File: src/rtl/ipgen_master_read_arbiter.sv
// Round-robin arbiter sharing one burst read channel (ar/r) of the master
// memory port between NUM_PORTS requesters; one burst outstanding at a time.
module ipgen_master_read_arbiter #(
  parameter int NUM_PORTS  = 4,
  parameter int DATA_WIDTH = 32,
  parameter int ADDR_WIDTH = 32
) (
  input  logic                            CLK,
  input  logic                            RST,
  input  logic [NUM_PORTS-1:0]            req_arvalid,
  input  logic [NUM_PORTS*ADDR_WIDTH-1:0] req_araddr,
  input  logic [NUM_PORTS*8-1:0]          req_arlen,
  output logic [NUM_PORTS-1:0]            req_arready,
  output logic [DATA_WIDTH-1:0]           req_rdata,
  output logic                            req_rlast,
  output logic [NUM_PORTS-1:0]            req_rvalid,
  input  logic [NUM_PORTS-1:0]            req_rready,
  output logic                            m_arvalid,
  output logic [ADDR_WIDTH-1:0]           m_araddr,
  output logic [7:0]                      m_arlen,
  input  logic                            m_arready,
  input  logic [DATA_WIDTH-1:0]           m_rdata,
  input  logic                            m_rlast,
  input  logic                            m_rvalid,
  output logic                            m_rready,
  output logic [NUM_PORTS-1:0]            grant,
  output logic                            busy
);

  localparam int IDX_W = $clog2(NUM_PORTS);

  typedef enum logic [1:0] {IDLE, ADDR, DATA} state_t;

  state_t                  state_q, state_d;
  logic [NUM_PORTS-1:0]    grant_q, grant_d;
  logic [NUM_PORTS-1:0]    arready_q, arready_d;
  logic                    m_arvalid_q, m_arvalid_d;
  logic [ADDR_WIDTH-1:0]   m_araddr_q, m_araddr_d;
  logic [7:0]              m_arlen_q, m_arlen_d;
  logic [IDX_W-1:0]        ptr_q, ptr_d;
  logic [IDX_W-1:0]        widx_q, widx_d;
  logic [8:0]              beat_cnt_q, beat_cnt_d;

  logic                    win_found;
  logic [IDX_W-1:0]        win_idx;
  logic [NUM_PORTS-1:0]    win_onehot;
  logic [IDX_W:0]          cand;
  logic [IDX_W-1:0]        ptr_inc;

  // Scan from the pointer upward with wrap; first requesting port wins.
  always_comb begin
    win_found  = 1'b0;
    win_idx    = '0;
    win_onehot = '0;
    cand       = '0;
    for (int k = 0; k < NUM_PORTS; k++) begin
      cand = {1'b0, ptr_q} + (IDX_W+1)'(k);
      if (cand >= (IDX_W+1)'(NUM_PORTS)) cand = cand - (IDX_W+1)'(NUM_PORTS);
      if (!win_found && req_arvalid[cand[IDX_W-1:0]]) begin
        win_found                      = 1'b1;
        win_idx                        = cand[IDX_W-1:0];
        win_onehot[cand[IDX_W-1:0]]    = 1'b1;
      end
    end
  end

  always_comb begin
    if (widx_q == IDX_W'(NUM_PORTS - 1)) ptr_inc = '0;
    else                                 ptr_inc = widx_q + IDX_W'(1);
  end

  always_comb begin
    state_d     = state_q;
    grant_d     = grant_q;
    arready_d   = '0;
    m_arvalid_d = m_arvalid_q;
    m_araddr_d  = m_araddr_q;
    m_arlen_d   = m_arlen_q;
    ptr_d       = ptr_q;
    widx_d      = widx_q;
    beat_cnt_d  = beat_cnt_q;
    unique case (state_q)
      IDLE: begin
        if (win_found) begin
          state_d     = ADDR;
          grant_d     = win_onehot;
          arready_d   = win_onehot;
          m_arvalid_d = 1'b1;
          m_araddr_d  = req_araddr[win_idx*ADDR_WIDTH +: ADDR_WIDTH];
          m_arlen_d   = req_arlen[win_idx*8 +: 8];
          widx_d      = win_idx;
        end
      end
      ADDR: begin
        if (m_arready) begin
          m_arvalid_d = 1'b0;
          beat_cnt_d  = '0;
          state_d     = DATA;
        end
      end
      DATA: begin
        // Only rlast ends the burst; the counter is observational and saturates.
        if (m_rvalid && m_rready) begin
          if (beat_cnt_q != 9'd256) beat_cnt_d = beat_cnt_q + 9'd1;
          if (m_rlast) begin
            ptr_d   = ptr_inc;
            grant_d = '0;
            state_d = IDLE;
          end
        end
      end
      default: state_d = IDLE;
    endcase
  end

  always_ff @(posedge CLK) begin
    if (!RST) begin
      state_q     <= IDLE;
      grant_q     <= '0;
      arready_q   <= '0;
      m_arvalid_q <= 1'b0;
      m_araddr_q  <= '0;
      m_arlen_q   <= '0;
      ptr_q       <= '0;
      widx_q      <= '0;
      beat_cnt_q  <= '0;
    end else begin
      state_q     <= state_d;
      grant_q     <= grant_d;
      arready_q   <= arready_d;
      m_arvalid_q <= m_arvalid_d;
      m_araddr_q  <= m_araddr_d;
      m_arlen_q   <= m_arlen_d;
      ptr_q       <= ptr_d;
      widx_q      <= widx_d;
      beat_cnt_q  <= beat_cnt_d;
    end
  end

  // Return path is combinational so beats pass with no added latency.
  assign req_rvalid  = grant_q & {NUM_PORTS{m_rvalid}};
  assign m_rready    = |(grant_q & req_rready);
  assign req_rdata   = m_rdata;
  assign req_rlast   = m_rlast;
  assign req_arready = arready_q;
  assign m_arvalid   = m_arvalid_q;
  assign m_araddr    = m_araddr_q;
  assign m_arlen     = m_arlen_q;
  assign grant       = grant_q;
  assign busy        = (state_q != IDLE);

endmodule

File: config.mk
export PLATFORM = sky130hd
export DESIGN_NAME = ipgen_master_read_arbiter
export DESIGN_NICKNAME = d
export VERILOG_FILES = /design/src/rtl/ipgen_master_read_arbiter.sv
export SDC_FILE = /design/constraint.sdc
export NUM_CORES = 1
export LEC_CHECK = 0
export BUFFER_PORTS_ARGS = -buffer_cell sky130_fd_sc_hd__buf_4
export CAP_MARGIN = 25
export CORE_AREA = 2 2 115 117
export DETAILED_ROUTE_END_ITERATION = 16
export DIE_AREA = 0 0 117 119
export PLACE_DENSITY = 0.71
export SLEW_MARGIN = 5
export SYNTH_ARGS = -nofsm -noshare
export SYNTH_HDL_FRONTEND = slang
export SYNTH_SLANG_ARGS = --single-unit
File: constraint.sdc
create_clock -name CLK -period 3.2 [get_ports CLK]
set_clock_uncertainty 0.2 [all_clocks]
set_input_delay 0.64 -clock CLK [delete_from_list [all_inputs] [get_ports CLK]]
set_output_delay 0.64 -clock CLK [all_outputs]
set_load 0.02 [all_outputs]
Yosys cells after proc, flatten, opt, wreduce, memory -nomap -nowiden --
Index checks and enable logic that the tools add are counted.
Storage, ports and cells: bits in registers 55
Cells by class: reduce and logical (&&, ||, !) cells 22, bitwise operators 5, add/sub/neg operators 8, eq/ne operators 7, $lt $le $gt $ge 12, multiplexer cells 45, shifts and indexed selects 2
Operators with widths (number):
- indexed part select 128 x 8 -> 32 bit | 1
- indexed part select 32 x 6 -> 8 bit | 1
- 2-to-1 mux 4 bit | 7
- 2-to-1 mux 2 bit | 13
- 2-to-1 mux 1 bit | 14
- less-than comparator 2 x 3 -> 1 bit, second input constant | 4
- OR 4 bit | 3
- greater-or-equal comparator 3 bit, second input constant | 3
- AND reduction 3 bit | 3
- AND 4 bit | 2
- binary-select mux 1 bit (select 2 bit) | 4
- demux 1 bit (select 2 bit) | 4
- greater-or-equal comparator 2 x 1 -> 1 bit, second input constant | 4
- logical AND 1 bit | 8
- inequality test 2 bit, second input constant | 4
- one-hot mux 4 bit (2 select lines) | 1
- AND reduction 4 bit | 2
- subtractor 2 x 1 -> 2 bit, second input constant | 4
- adder 2 x 2 -> 3 bit, second input constant | 2
- one-hot mux 2 bit (3 select lines) | 1
- nonzero test 2 bit | 3
- == test 2 bit, second input constant | 2
- OR reduction 4 bit | 1
- adder 2 x 1 -> 3 bit, second input constant | 1
- other kinds (7) | 9

Longest topological paths before layout --
Gate-level depths: netlist (run 1).
depth after elaboration 16, mapped depth 15

Worst setup path before layout (run 1) --
Ideal clock, no wire load.
kind register to register, from register ptr_q[0], to register m_araddr_q[11], in the netlist m_araddr[11], data required time 2914 ps, data arrival time 3248 ps, period minus slack after synthesis 3534 ps, library setup time 86 ps, cell stages (with the launch flop) 15, slack -334 ps, path through dfxtp_1 > buf_6 > buf_2 > inv_1 > buf_2 > clkbuf_1 > ha_1 > buf_2 > or3b_1 > a2111o_1 > nand2_1 > o21ai_1 > and2_4 > buf_6 > a221oi_2
Between the ends: word-level cells in the longest chain between the ends 15
RTL lines:
- start, declared | line 40 | logic [IDX_W-1:0] ptr_q, ptr_d;
- start signal, assigned | line 134 | ptr_q <= ptr_d;
- branches (longest 15 deep; another with adder 2 x 1 -> 3 bit)
- end signal, assigned | line 132 | m_araddr_q <= m_araddr_d;
- end, declared | line 38 | logic [ADDR_WIDTH-1:0] m_araddr_q, m_araddr_d;
Parallel ways; which one is timed is not known. The select of a mux whose other input is x is not followed. A chain may end at the register's enable or synchronous reset.

Final worst setup path (run 1) --
from register ptr_q[1], to register m_araddr_q[13], in the netlist m_araddr[13]
The elaborated chain is that of the path after synthesis.

==> key figures, run 1 <==
Outcome
  – Status: finished, final reports clean

Critical path
  – CP max FO: 20
  – CP required: 3200 ps
  – Worst R2R Path Depth: 8
  – CP arrival: 3050 ps
  – Critical path class: flip-flop to flip-flop
  – Startpoint types: flip-flop
  – Worst flop-to-flop path endpoint: m_araddr[13]
  – R2r setup slk: 160 ps
  – Crit. End Element: flip-flop
  – Worst reg2reg path startpoint: ptr_q[1]

Power and ir drop
  – Sw frac: 0.343
  – Clk network pwr share: 0.238
  – Max VDD drop: 0.196 mV
  – Flop pwr share: 0.359
  – Internal power: 1510 uW
  – Comb pwr share: 0.403
  – P_sw: 786 uW
  – Power per cell area: 360 nW/um2
  – Leakage: 0.00285 uW

Synth
  – Mapped Nets: 735
  – Avg Cell Area, Syn: 8.68 um2
  – Post-synth EDFFs: 0
  – Async S/R FF share, synth: 0
  – Unique masters post-synth: 48
  – Most used flip-flop cell after synthesis: dfxtp_1
  – Netlist Area Pre-Place: 4540 um2
  – Register area share after synthesis: 0.243
  – Seq cells post-synth: 55
  – Post-Syn Instances: 523
  – YS warnings: 0

Place
  – Gpl congestion: 0.776
  – IO buf count: 228
  – Dpl ws: 3.18 ps
  – Placed instance area: 6180 um2
  – Final HPWL DP: 12.1 mm

Hold path
  – Hold Path Depth: 2
  – WHS Endpoint: m_arvalid
  – Worst Hold Class: flip-flop to flip-flop
  – Hold_sp: m_arvalid

Clock network
  – Clk_lat worst skew: 300 ps
  – Num Clock Sinks: 55
  – CTS Buf Count: 5
  – Cts hold-fix bufs: 0
  – Clock Pin Slew Worst Setup and Hold Paths: 80 ps
  – Setup bufs post-CTS: 0
  – Root Buffer Master: clkbuf_16
  – TritonCTS clock tree: built
  – Clk buf depth: 2
  – H-Tree Depth: 2
  – Cts repair resizes: 0

Layout
  – Fill cells: 1234
  – Commonest non-fill, non-tap cell in the layout: buf_4
  – Post-layout util: 0.494
  – Commonest cells after routing, fill and taps aside: buf_4, dfxtp_1, mux2i_1
  – Diodes inserted: 0
  – Footprint of the multi-input gates: 2940 um2
  – Area delta synth->final: 40.2%
  – Storage element area: 1100 um2
  – Nets: 910
  – Layout cell share with drive strength beyond 1: 0.456
  – Final Cell Area: 6360 um2

Route
  – DR iter-0 viols: 405
  – Final ANT Viol Nets: 0
  – Drt drc: 0
  – Wire length per cell: 18.2 um
  – Routed vias: 4859
  – Drt pass-1 iters: 5
  – DR vias/cell: 5.55
  – Total Wirelength: 15.9 mm

STA
  – Final min period: 3040 ps
  – Fmax: 329 MHz
  – Final hold violations: 0
  – Slew HR: 0.506
  – Setup TNS: 0 ps
  – Setup violations, final: 0
  – Slew of the pin with the lowest slew margin: 739 ps
  – Final period util: 0.950
  – Final worst slack: 159 ps
  – Pins Over Slew Limit: 0

Die
  – Initial core utilization: 0.352
  – Io pins: 293
  – Number of core rows: 42
  – Core footprint: 12900 um2
  – Die footprint: 13900 um2
  – Die span in x: 117 um
  – Die Span Y: 119 um

Global routing
  – Largest net degree at the start of global routing: 48
  – GR Overflow Total: 0
  – GRT Util Overall: 0.210
  – Initial antenna violation count: 0
  – First-pass GRT wire length: 23.4 mm
  – Vias in the first global route: 4712

Flow run
  – MaxCap Viol Count: 0
[synthesized netlist by cell type, drive strengths merged (2+ instances only)]
master / n / area, um2
mux4: 3 / 67.6
nand3: 16 / 80.1
or3b: 2 / 17.5
buf: 58 / 433
ha: 7 / 87.6
or3: 3 / 18.8
o221ai: 7 / 61.3
dfxtp: 55 / 1100
nand2: 35 / 131
inv: 10 / 37.5
mux2: 21 / 236
a21oi: 26 / 130
a22oi: 2 / 15.0
or2: 2 / 12.5
a221oi: 22 / 312
o21bai: 4 / 30.0
nor3: 4 / 20.0
nand2b: 2 / 12.5
o211ai: 30 / 230
and2: 8 / 55.1
o21ai: 64 / 320
a221o: 23 / 230
nor2: 9 / 33.8
nand3b: 2 / 15.0
and3b: 2 / 17.5
nor2b: 3 / 18.8
a31oi: 14 / 87.6
mux2i: 52 / 521
clkbuf: 26 / 97.6
[power groups by stage]
stage | Combinational (uW) | Clock, uW | Sequential (uW)
after floorplan | 470 | 0 | 927
after global placement | 900 | 0 | 834
after detailed placement | 917 | 0 | 837
after CTS | 920 | 562 | 822
after global routing | 994 | 591 | 831
final | 924 | 546 | 822
[metrics by stage]
step                      total power [uW]  std cells  hold WS (ps)
after floorplan                       1400        523           304
after global placement                1730        866           248
after detailed placement              1750        866           259
after CTS                             2300        874           275
after global routing                  2420        875           305
final                                 2290        875           271
[worst max-delay path by stage]
| stage | slack [ps] | end | startpoint |
|---|---|---|---|
| after floorplan | 5 | m_araddr[26] | ptr_q[0] |
| final | 160 | m_araddr[13] | ptr_q[1] |
| after CTS | 10 | m_araddr[31] | ptr_q[0] |
| after detailed placement | 3 | m_araddr[13] | req_arvalid[1] |
| after global routing | -5 | m_araddr[13] | ptr_q[1] |
| after global placement | 120 | m_araddr[8] | req_arvalid[1] |
[metal layers]
layer | share of wire | vias up | GRT usage | routed length (um)
met5 | 0 | - | 0 | 0
met1 | 0.39 | 2296 | 0.242 | 6260
met4 | 0.029 | 0 | 0.0735 | 457
li1 | - | 2324 | - | -
met2 | 0.51 | 213 | 0.382 | 8070
met3 | 0.069 | 26 | 0.0392 | 1100
[final cells by class]
cell class / instances / share of cell area
Multi-Input combinational cell: 375 / 0.462
Clock buffer: 6 / 0.0203
Clock inverter: 2 / 0.00197
Sequential cell: 55 / 0.173
Timing Repair Buffer: 251 / 0.302
Inverter: 10 / 0.00590
Tap cell: 176 / 0.0346
[worst max-delay path, cell delays in order (launching register included)]
cell,delay [ps]
dfxtp_1,440
inv_1,90
ha_1,400
mux4_2,380
buf_4,200
a2111oi_4,480
o21ai_2,150
and2_4,310
a221oi_2,300
[cell families (layout without fill, tap and decap cells)]
logic type                 Yosys count  after routing  synth area share
AOI/OAI and AO/OA                  201            201             0.333
buffers and inverters               94            269             0.125
and+or+nand+nor                     90             91            0.0984
muxes                               76             76             0.182
DFF                                 55             55             0.243
adders and majority gates            7              7            0.0193
[state kept, by name, summed over array words and instances, names as in the netlist]
signal,count
grant,4
m_araddr,32
m_arlen,8
m_arvalid,1
ptr_q,2
req_arready,4
state_q,2
widx_q,2
No activity file was read; power rests on OpenSTA's default activity.
==> run 2: changes to the inputs <==
- PLACE_DENSITY: 0.71 -> 0.72
==> key figures, run 2 (synthesized netlist as in run 1, its figures left out) <==
Outcome
  – Status: finished, final reports clean

Route
  – DR vias/cell: 5.61
  – Drt pass-1 iters: 4
  – Routed vias: 4911
  – Wire length per cell: 18.4 um
  – DR iter-0 viols: 341
  – Total Wirelength: 16.1 mm
  – Final ANT Viol Nets: 0
  – Drt drc: 0

Hold path
  – WHS Endpoint: m_araddr[1]
  – Hold_sp: m_araddr[1]
  – Worst Hold Class: flip-flop to flip-flop
  – Hold Path Depth: 2

Clock network
  – TritonCTS clock tree: built
  – Root Buffer Master: clkbuf_16
  – H-Tree Depth: 2
  – Cts repair resizes: 0
  – Setup bufs post-CTS: 0
  – Clk_lat worst skew: 290 ps
  – Num Clock Sinks: 55
  – Clk buf depth: 2
  – CTS Buf Count: 5
  – Clock Pin Slew Worst Setup and Hold Paths: 70 ps
  – Cts hold-fix bufs: 0

Global routing
  – First-pass GRT wire length: 24.1 mm
  – GR Overflow Total: 0
  – Largest net degree at the start of global routing: 37
  – GRT Util Overall: 0.214
  – Initial antenna violation count: 0
  – Vias in the first global route: 4860

Critical path
  – Slowest stage cell on the critical path: mux4_2
  – CP max FO: 16
  – Worst R2R Path Depth: 10
  – R2r setup slk: 250 ps
  – Crit. End Element: flip-flop
  – Cell family with the largest share of critical-path delay: compound AO/OA/AOI/OAI gates
  – WP buf/inv: 3
  – Crit path top cell by count: buf_4
  – Worst reg2reg path startpoint: ptr_q[1]
  – CP arrival: 2960 ps
  – Startpoint types: flip-flop
  – Slowest stage delay, CP: 430 ps
  – Worst Setup SP: ptr_q[1]
  – Worst flop-to-flop path endpoint: m_arlen[5]
  – CP cell instances: inv_1, ha_1, mux4_2, nor2b_1, buf_4, a21o_1, buf_4, a221o_1, o21ai_1, o221ai_1
  – CP required: 3220 ps
  – Critical path class: flip-flop to flip-flop

Power and ir drop
  – Leakage: 0.00288 uW
  – Clk network pwr share: 0.269
  – Max VDD drop: 0.226 mV
  – Internal power: 1610 uW
  – Power per cell area: 375 nW/um2
  – Flop pwr share: 0.343
  – Sw frac: 0.329
  – Comb pwr share: 0.389
  – P_sw: 788 uW

Layout
  – Footprint of the multi-input gates: 2900 um2
  – Area delta synth->final: 40.7%
  – Max FFs per register: 32
  – Diodes inserted: 0
  – Nets: 911
  – Layout cell share with drive strength beyond 1: 0.457
  – Storage element area: 1100 um2
  – Fill cells: 1210
  – Commonest cells after routing, fill and taps aside: buf_4, dfxtp_1, mux2i_1
  – Commonest non-fill, non-tap cell in the layout: buf_4

STA
  – Hold WS: 271 ps
  – Final min period: 2950 ps
  – Final period util: 0.922
  – RSZ-0062 raised after global routing: false
  – Slew HR: 0.382
  – Setup violations, final: 0
  – Final hold violations: 0
  – Slew of the pin with the lowest slew margin: 922 ps
  – Setup TNS: 0 ps
  – Fmax: 339 MHz
  – Pins Over Slew Limit: 0

Die
  – Io pins: 293
  – Initial core utilization: 0.352
  – Number of core rows: 42
  – Die span in x: 117 um
  – Die Span Y: 119 um
  – Die footprint: 13900 um2
  – Core footprint: 12900 um2

Place
  – IO buf count: 228
  – Gpl congestion: 0.919
  – Final HPWL DP: 12.2 mm

Flow run
  – MaxCap Viol Count: 0
[run 2: how the worst max path moves through the flow]
stage,cells after the start,slack (ps),end
after floorplan,14,5,m_araddr[26]
after global placement,9,220,m_araddr[22]
after detailed placement,9,120,m_araddr[7]
after CTS,10,280,m_araddr[7]
after global routing,10,50,m_araddr[7]
final,10,250,m_arlen[5]
[run 2: cell type report]
type	instances	area share
inverter	10	0.00588
timing repair buffer	253	0.305
clock inverter	2	0.00549
sequential	55	0.173
tap	176	0.0345
clock buffer	6	0.0217
multi-input combinational	374	0.455
[run 2: power groups by stage]
stage          Combinational [uW]  Clock (uW)  Sequential [uW]
2_1_floorplan                 470           0              927
3_3_place_gp                  908           0              834
6_report                      931         643              821
5_1_grt                       998         676              831
3_5_place_dp                  931           0              836
4_1_cts                       933         663              821
[run 2: metal layers]
layer / track usage / vias up / part of all wire
met5: 0 / - / 0
met4: 0.0515 / 0 / 0.012
met3: 0.0417 / 20 / 0.066
met2: 0.393 / 212 / 0.51
met1: 0.251 / 2354 / 0.41
li1: - / 2325 / -
[run 2: metrics by stage]
step | instance area (um2) | utilization | instances | setup WS (ps) | power, uW
floorplan | 4570 | - | 523 | 5.08 | 1400
global placement | 6210 | 0.483 | 868 | 223 | 1740
detailed placement | 6210 | 0.483 | 868 | 124 | 1770
CTS | 6390 | 0.496 | 876 | 277 | 2420
global route | 6390 | 0.496 | 876 | 48.8 | 2500
finish | 6390 | 0.496 | 876 | 251 | 2400
[run 2: tightest hold or removal path: stages (launching register included)]
cell and delay [ps]:
dfxtp_1 330, nand2_1 50, o221ai_1 50
